$ cat src/rtl/oflow_score_board.sv
// oflow_score_board
//   Score-board storage between the PE similarity-metric outputs and the
//   conflict-resolve FSM. It holds one (score, id, valid, pointer) entry per
//   (row, PE).
//   Sequence: IDLE -> FILL (PEs write entries) -> CR_WAIT (the resolver reads
//   entries and writes pointers) -> DRAIN (pointer-marked entries are streamed
//   out over valid/ready) -> IDLE.
//
// Ports
//   clk, reset_N                  clock, asynchronous active-low reset
//   start_fill                    pulse: clear the board and open FILL
//   wr_valid/wr_pe/wr_score/wr_id PE entry write
//   fill_done                     pulse: all PEs finished
//   start_cr                      one-cycle pulse on entering CR_WAIT
//   done_cr                       resolver finished
//   row_sel/pe_sel                combinational read address
//   score_to_cr/id_to_cr          read data (all-ones / 0 when not valid)
//   row_to_change/pe_to_change    pointer write address
//   data_to_score_board           pointer write value
//   write_to_pointer              pointer write strobe
//   out_valid/out_ready           drain handshake
//   out_id/out_row/out_pe         drained entry
//   frame_done                    one-cycle pulse when the drain completes
//   overflow                      sticky: a fill write was dropped
//
// Build option
//   OFLOW_SB_POINTER_UNIQUE_EN: a pointer write of 1 also clears the pointer
//   of every other valid entry that holds the same id.

module oflow_score_board #(
  parameter int PE_NUM    = 8,
  parameter int ROWS      = 4,
  parameter int PE_LEN    = 4,
  parameter int ROW_LEN   = 3,
  parameter int SCORE_LEN = 16,
  parameter int ID_LEN    = 12
) (
  input  logic                 clk,
  input  logic                 reset_N,
  input  logic                 start_fill,
  input  logic                 wr_valid,
  input  logic [PE_LEN-1:0]    wr_pe,
  input  logic [SCORE_LEN-1:0] wr_score,
  input  logic [ID_LEN-1:0]    wr_id,
  input  logic                 fill_done,
  output logic                 start_cr,
  input  logic                 done_cr,
  input  logic [ROW_LEN-1:0]   row_sel,
  input  logic [PE_LEN-1:0]    pe_sel,
  output logic [SCORE_LEN-1:0] score_to_cr,
  output logic [ID_LEN-1:0]    id_to_cr,
  input  logic [ROW_LEN-1:0]   row_to_change,
  input  logic [PE_LEN-1:0]    pe_to_change,
  input  logic                 data_to_score_board,
  input  logic                 write_to_pointer,
  output logic                 out_valid,
  input  logic                 out_ready,
  output logic [ID_LEN-1:0]    out_id,
  output logic [ROW_LEN-1:0]   out_row,
  output logic [PE_LEN-1:0]    out_pe,
  output logic                 frame_done,
  output logic                 overflow
);

  localparam int PE_IW  = (PE_NUM > 1) ? $clog2(PE_NUM) : 1;
  localparam int ROW_IW = (ROWS > 1) ? $clog2(ROWS) : 1;

  localparam logic [PE_LEN-1:0]  PE_MAX   = PE_LEN'(PE_NUM);
  localparam logic [PE_LEN-1:0]  PE_LAST  = PE_LEN'(PE_NUM - 1);
  localparam logic [ROW_LEN-1:0] ROW_MAX  = ROW_LEN'(ROWS);
  localparam logic [ROW_LEN-1:0] ROW_LAST = ROW_LEN'(ROWS - 1);

  typedef enum logic [1:0] {
    S_IDLE,
    S_FILL,
    S_CR_WAIT,
    S_DRAIN
  } state_t;

  state_t r_state;
  state_t w_state_nxt;

  logic [SCORE_LEN-1:0] r_score    [ROWS][PE_NUM];
  logic [ID_LEN-1:0]    r_id       [ROWS][PE_NUM];
  logic                 r_valid    [ROWS][PE_NUM];
  logic                 r_ptr      [ROWS][PE_NUM];
  logic [ROW_LEN-1:0]   r_fill_cnt [PE_NUM];

  logic                 r_start_cr;
  logic                 r_frame_done;
  logic                 r_overflow;
  logic [ROW_LEN-1:0]   r_scan_row;
  logic [PE_LEN-1:0]    r_scan_pe;

  // Fill write path
  logic                 w_wr_in_range;
  logic [PE_IW-1:0]     w_wr_pe;
  logic [ROW_LEN-1:0]   w_wr_cnt;
  logic [ROW_IW-1:0]    w_wr_row;
  logic                 w_wr_ok;

  assign w_wr_in_range = (wr_pe < PE_MAX);
  assign w_wr_pe       = wr_pe[PE_IW-1:0];
  assign w_wr_cnt      = r_fill_cnt[w_wr_pe];
  assign w_wr_row      = w_wr_cnt[ROW_IW-1:0];
  assign w_wr_ok       = w_wr_in_range && (w_wr_cnt != ROW_MAX);

  // Combinational read path
  logic                 w_rd_in_range;
  logic [ROW_IW-1:0]    w_rd_row;
  logic [PE_IW-1:0]     w_rd_pe;
  logic                 w_rd_hit;

  assign w_rd_in_range = (row_sel < ROW_MAX) && (pe_sel < PE_MAX);
  assign w_rd_row      = row_sel[ROW_IW-1:0];
  assign w_rd_pe       = pe_sel[PE_IW-1:0];
  assign w_rd_hit      = w_rd_in_range && r_valid[w_rd_row][w_rd_pe];
  assign score_to_cr   = w_rd_hit ? r_score[w_rd_row][w_rd_pe] : '1;
  assign id_to_cr      = w_rd_hit ? r_id[w_rd_row][w_rd_pe] : '0;

  // Pointer write path
  logic                 w_pw_in_range;
  logic [ROW_IW-1:0]    w_pw_row;
  logic [PE_IW-1:0]     w_pw_pe;
  logic                 w_pw_ok;

  assign w_pw_in_range = (row_to_change < ROW_MAX) && (pe_to_change < PE_MAX);
  assign w_pw_row      = row_to_change[ROW_IW-1:0];
  assign w_pw_pe       = pe_to_change[PE_IW-1:0];
  assign w_pw_ok       = (r_state == S_CR_WAIT) && write_to_pointer &&
                         w_pw_in_range && r_valid[w_pw_row][w_pw_pe];

`ifdef OFLOW_SB_POINTER_UNIQUE_EN
  logic [ID_LEN-1:0]    w_pw_id;
  assign w_pw_id = r_id[w_pw_row][w_pw_pe];
`endif

  // Drain scan
  logic [ROW_IW-1:0]    w_scan_r;
  logic [PE_IW-1:0]     w_scan_p;
  logic                 w_scan_hit;
  logic                 w_scan_last;
  logic                 w_drain_adv;
  logic                 w_drain_end;

  assign w_scan_r    = r_scan_row[ROW_IW-1:0];
  assign w_scan_p    = r_scan_pe[PE_IW-1:0];
  assign w_scan_hit  = r_valid[w_scan_r][w_scan_p] && r_ptr[w_scan_r][w_scan_p];
  assign w_scan_last = (r_scan_row == ROW_LAST) && (r_scan_pe == PE_LAST);
  // A marked entry holds the scan until the downstream accepts it.
  assign w_drain_adv = (r_state == S_DRAIN) && (!w_scan_hit || out_ready);
  assign w_drain_end = w_drain_adv && w_scan_last;

  assign out_valid  = (r_state == S_DRAIN) && w_scan_hit;
  assign out_id     = out_valid ? r_id[w_scan_r][w_scan_p] : '0;
  assign out_row    = out_valid ? r_scan_row : '0;
  assign out_pe     = out_valid ? r_scan_pe : '0;
  assign start_cr   = r_start_cr;
  assign frame_done = r_frame_done;
  assign overflow   = r_overflow;

  // State register
  always_ff @(posedge clk or negedge reset_N) begin
    if (!reset_N) begin
      r_state <= S_IDLE;
    end else begin
      r_state <= w_state_nxt;
    end
  end

  // Next-state logic
  always_comb begin
    w_state_nxt = r_state;
    case (r_state)
      S_IDLE:    if (start_fill)  w_state_nxt = S_FILL;
      S_FILL:    if (fill_done)   w_state_nxt = S_CR_WAIT;
      S_CR_WAIT: if (done_cr)     w_state_nxt = S_DRAIN;
      S_DRAIN:   if (w_drain_end) w_state_nxt = S_IDLE;
      default:                    w_state_nxt = S_IDLE;
    endcase
  end

  // Board storage and fill counters
  always_ff @(posedge clk or negedge reset_N) begin
    if (!reset_N) begin
      for (int unsigned r = 0; r < ROWS; r++) begin
        for (int unsigned p = 0; p < PE_NUM; p++) begin
          r_score[r][p] <= '1;
          r_id[r][p]    <= '0;
          r_valid[r][p] <= 1'b0;
          r_ptr[r][p]   <= 1'b0;
        end
      end
      for (int unsigned p = 0; p < PE_NUM; p++) begin
        r_fill_cnt[p] <= '0;
      end
    end else begin
      case (r_state)
        S_IDLE: begin
          if (start_fill) begin
            for (int unsigned r = 0; r < ROWS; r++) begin
              for (int unsigned p = 0; p < PE_NUM; p++) begin
                r_score[r][p] <= '1;
                r_id[r][p]    <= '0;
                r_valid[r][p] <= 1'b0;
                r_ptr[r][p]   <= 1'b0;
              end
            end
            for (int unsigned p = 0; p < PE_NUM; p++) begin
              r_fill_cnt[p] <= '0;
            end
          end
        end
        S_FILL: begin
          if (wr_valid && w_wr_ok) begin
            r_score[w_wr_row][w_wr_pe] <= wr_score;
            r_id[w_wr_row][w_wr_pe]    <= wr_id;
            r_valid[w_wr_row][w_wr_pe] <= 1'b1;
            r_ptr[w_wr_row][w_wr_pe]   <= 1'b0;
            r_fill_cnt[w_wr_pe]        <= w_wr_cnt + ROW_LEN'(1);
          end
        end
        S_CR_WAIT: begin
          if (w_pw_ok) begin
`ifdef OFLOW_SB_POINTER_UNIQUE_EN
            // The sweep also hits the addressed entry (same id); the
            // addressed assignment below comes later and therefore wins.
            if (data_to_score_board) begin
              for (int unsigned r = 0; r < ROWS; r++) begin
                for (int unsigned p = 0; p < PE_NUM; p++) begin
                  if (r_valid[r][p] && (r_id[r][p] == w_pw_id)) begin
                    r_ptr[r][p] <= 1'b0;
                  end
                end
              end
            end
`endif
            r_ptr[w_pw_row][w_pw_pe] <= data_to_score_board;
          end
        end
        default: ;
      endcase
    end
  end

  // Control pulses, overflow flag and drain scan index
  always_ff @(posedge clk or negedge reset_N) begin
    if (!reset_N) begin
      r_start_cr   <= 1'b0;
      r_frame_done <= 1'b0;
      r_overflow   <= 1'b0;
      r_scan_row   <= '0;
      r_scan_pe    <= '0;
    end else begin
      r_start_cr   <= (r_state == S_FILL) && fill_done;
      r_frame_done <= w_drain_end;
      if ((r_state == S_IDLE) && start_fill) begin
        r_overflow <= 1'b0;
      end else if ((r_state == S_FILL) && wr_valid && !w_wr_ok) begin
        r_overflow <= 1'b1;
      end
      if (w_drain_adv) begin
        if (w_scan_last) begin
          r_scan_row <= '0;
          r_scan_pe  <= '0;
        end else if (r_scan_pe == PE_LAST) begin
          r_scan_pe  <= '0;
          r_scan_row <= r_scan_row + ROW_LEN'(1);
        end else begin
          r_scan_pe  <= r_scan_pe + PE_LEN'(1);
        end
      end
    end
  end

endmodule

$ cat config.mk
export PLATFORM = sky130hd
export DESIGN_NAME = oflow_score_board
export DESIGN_NICKNAME = d
export VERILOG_FILES = /design/src/rtl/oflow_score_board.sv
export SDC_FILE = /design/constraint.sdc
export NUM_CORES = 2
export LEC_CHECK = 0
export BUFFER_PORTS_ARGS = -buffer_cell sky130_fd_sc_hd__buf_4
export CORE_UTILIZATION = 34
export CTS_CLUSTER_DIAMETER = 60
export CTS_CLUSTER_SIZE = 25
export DETAILED_ROUTE_END_ITERATION = 6
export GPL_TIMING_DRIVEN = 0
export PLACE_DENSITY = 0.49
export SLEW_MARGIN = 20
export SYNTH_ARGS = -nofsm -noshare
export SYNTH_HDL_FRONTEND = slang
export SYNTH_SLANG_ARGS = --single-unit
$ cat constraint.sdc
create_clock -name clk -period 8.77 [get_ports clk]
set_input_delay 1.3155 -clock clk [delete_from_list [all_inputs] [get_ports clk]]
set_output_delay 1.3155 -clock clk [all_outputs]
set_load 0.1 [all_outputs]
==> results.json <==
{
  "status": "complete, no violations",
  "cts_hold_buffers": 0,
  "max_slew.worst_pin.slew_ns": 1.26,
  "cap_violations": 0,
  "synthArstFlopShare": 1.00,
  "core_mm2": 0.148,
  "io_buffer_count": 100,
  "syn-cell-area_mm2": 0.0506,
  "crit_fanout": 10,
  "finalNonFillerCells": 6896,
  "drtAntennaViolNets": 0,
  "min_period_ns": 7.56,
  "final_util": 0.392,
  "cts_tree": "done",
  "ys_warn_count": 0,
  "avgViaCountPerCell": 6.15,
  "wl_met2_um": 98600,
  "power.density_mw_per_mm2": 287,
  "nNetsFinal": 4941,
  "fillCellCount": 14600,
  "regArea_mm2": 0.0256,
  "setup_viol": 0,
  "synth_ff_type": "dfstp_2",
  "die_y_um": 388,
  "die_width_um": 388,
  "setup_tns_ns": 0,
  "wl_um": 223000,
  "fmax_ghz": 0.132,
  "holdWs_ns": 0.454,
  "leakage_nw": 22.8,
  "ctsResizeCount": 0,
  "synth_edf_count": 0,
  "first_global_vias": 40600,
  "ys_types": 57,
  "wl_met1_um": 91900,
  "end_kind": "output pin",
  "wl_met3_um": 18700,
  "drive_above_1_share": 0.273,
  "startpoint_type": "primary input",
  "max_slew_margin": 0.159,
  "power.total_mw": 16.6,
  "dp.cells": 6696,
  "avgSynthCellArea_um2": 10.9,
  "rr_startpoint": "r_state[1]",
  "final_common_cell": "o21ai_0",
  "fin_area_mm2": 0.0579,
  "antenna_found_initial": 8,
  "clockBufferDepth": 3,
  "overflow": 0,
  "drc": 0,
  "area_growth_pct": 14.4,
  "vdd_drop_max_v": 0.000158,
  "final_cell_mix": "o21ai_0 (921), nand2_1 (692), dfstp_2 (512)",
  "vias": 42400,
  "fin_ws_ns": 1.21,
  "ys_seq_area_frac": 0.505,
  "multiInputGateArea_mm2": 0.0229,
  "drt_first_pass_iters": 6,
  "post_dp_cell_area_mm2": 0.0541,
  "drt_iter0_drc": 5134,
  "rows": 141,
  "grt_usage": 0.296,
  "cts_num_sinks": 996,
  "hp-start": "r_score[192]",
  "die-area_mm2": 0.150,
  "worst_ep_required_time_ns": 7.45,
  "top_layer_used": "met4",
  "cts_setup_buffers": 0,
  "ys_ff_latch": 996,
  "grt_pass1_wl_um": 316000,
  "clock_latency_ns": 0.75,
  "cts_max_level": 3,
  "grt_max_degree": 141,
  "fin_skew_ns": 0.0213,
  "hold_class": "flop to flop",
  "path_clk_slew_ns": 0.06,
  "post_drt_wl_per_cell_um": 32.3,
  "top_level_ports": 106,
  "dpl.hpwl_um": 174000,
  "cts_root_buf": "clkbuf_16",
  "startpoint": "row_sel[1]",
  "hold_viol": 0,
  "timing.final.crit_share": 0.862,
  "dpl_worst_slack_ns": 1.43,
  "maxSlewViolCount": 0,
  "syn-instance-count": 4654,
  "routabilityCongestion": 0.971,
  "worstPathArrival_ns": 6.24,
  "numCtsBuffers": 104,
  "syn_nets": 4721,
  "setup.worst_path.class": "primary input to output pin",
  "rsz0062_at_grt": "no",
  "start_util": 0.343
}
==> flip-flops by register name (all words and copies together) (netlist names) <==
signal / cells
frame_done: 1
overflow: 1
r_fill_cnt: 24
r_id: 384
r_ptr: 32
r_scan_pe: 4
r_scan_row: 3
r_score: 512
r_state: 2
r_valid: 32
start_cr: 1
==> worst max-delay path, stage by stage <==
cell	delay, ns
clkbuf_1	0.39
clkbuf_1	0.63
clkbuf_1	0.99
clkbuf_1	0.92
mux4_2	0.46
mux4_2	0.51
mux2i_1	0.59
nor4_1	0.11
buf_4	0.29
==> report_power, final <==
part | total (mW) | internal (mW) | switching, mW | leakage (nW)
combinational | 5.10 | 1.58 | 3.52 | 8.86
clock | 4.90 | 2.58 | 2.32 | 1.81
sequential | 6.60 | 6.01 | 0.591 | 12.1
total | 16.6 | 10.2 | 6.43 | 22.8
==> layout make-up <==
| class | instances | share of cell area |
|---|---|---|
| multi-input cells | 3090 | 0.395 |
| inverters | 71 | 0.00461 |
| clock buffers | 111 | 0.0463 |
| plain buffers | 497 | 0.0344 |
| diodes | 3 | 0.000130 |
| clock inverters | 84 | 0.0178 |
| repair buffers | 114 | 0.0181 |
| well taps | 1930 | 0.0417 |
| flip-flops and latches | 996 | 0.442 |
==> metal layers <==
layer  global-route usage  vias up
met4                0.154        0
met2                0.443     2219
li1                     -    17400
met5                    0        -
met1                0.410    22300
met3               0.0509      448
==> kinds of logic after synthesis <==
logic type,Yosys count,share of synthesized area
buf+inv,568,0.0439
simple gates,1317,0.114
compound gates,1279,0.135
mux,481,0.199
flops,996,0.505
xor+xnor,1,0.000173
fa+ha+maj,12,0.00297
==> worst paths after layout <==
| check | cells after the start | to | slack (ns) |
|---|---|---|---|
| setup / recovery | 9 | id_to_cr[11] | 1.21 |
| hold / removal | 2 | r_score[192] | 0.45 |
| setup reg to reg | 10 | r_score[165] | 4.23 |
| hold reg to reg | 2 | r_score[192] | 0.45 |
| max in group asynchronous | 6 | r_score[28] | 5.25 |
| min in group asynchronous | 1 | r_id[376] | 0.50 |
==> cells in the mapped netlist, types with 27 or more instances <==
cell type / count / share of area
o21ai_0: 921 / 0.091
dfstp_2: 512 / 0.27
clkbuf_1: 366 / 0.027
nor2_1: 60 / 0.0045
o21ai_1: 75 / 0.0074
nand3_1: 466 / 0.046
inv_1: 69 / 0.0051
a21oi_1: 137 / 0.014
and2_1: 27 / 0.0033
buf_1: 74 / 0.0055
nand2_1: 692 / 0.051
buf_2: 52 / 0.0051
mux2i_1: 53 / 0.010
o211ai_1: 61 / 0.0090
dfrtp_1: 484 / 0.24
mux4_2: 418 / 0.19
Power figures use the tool's default switching activity.
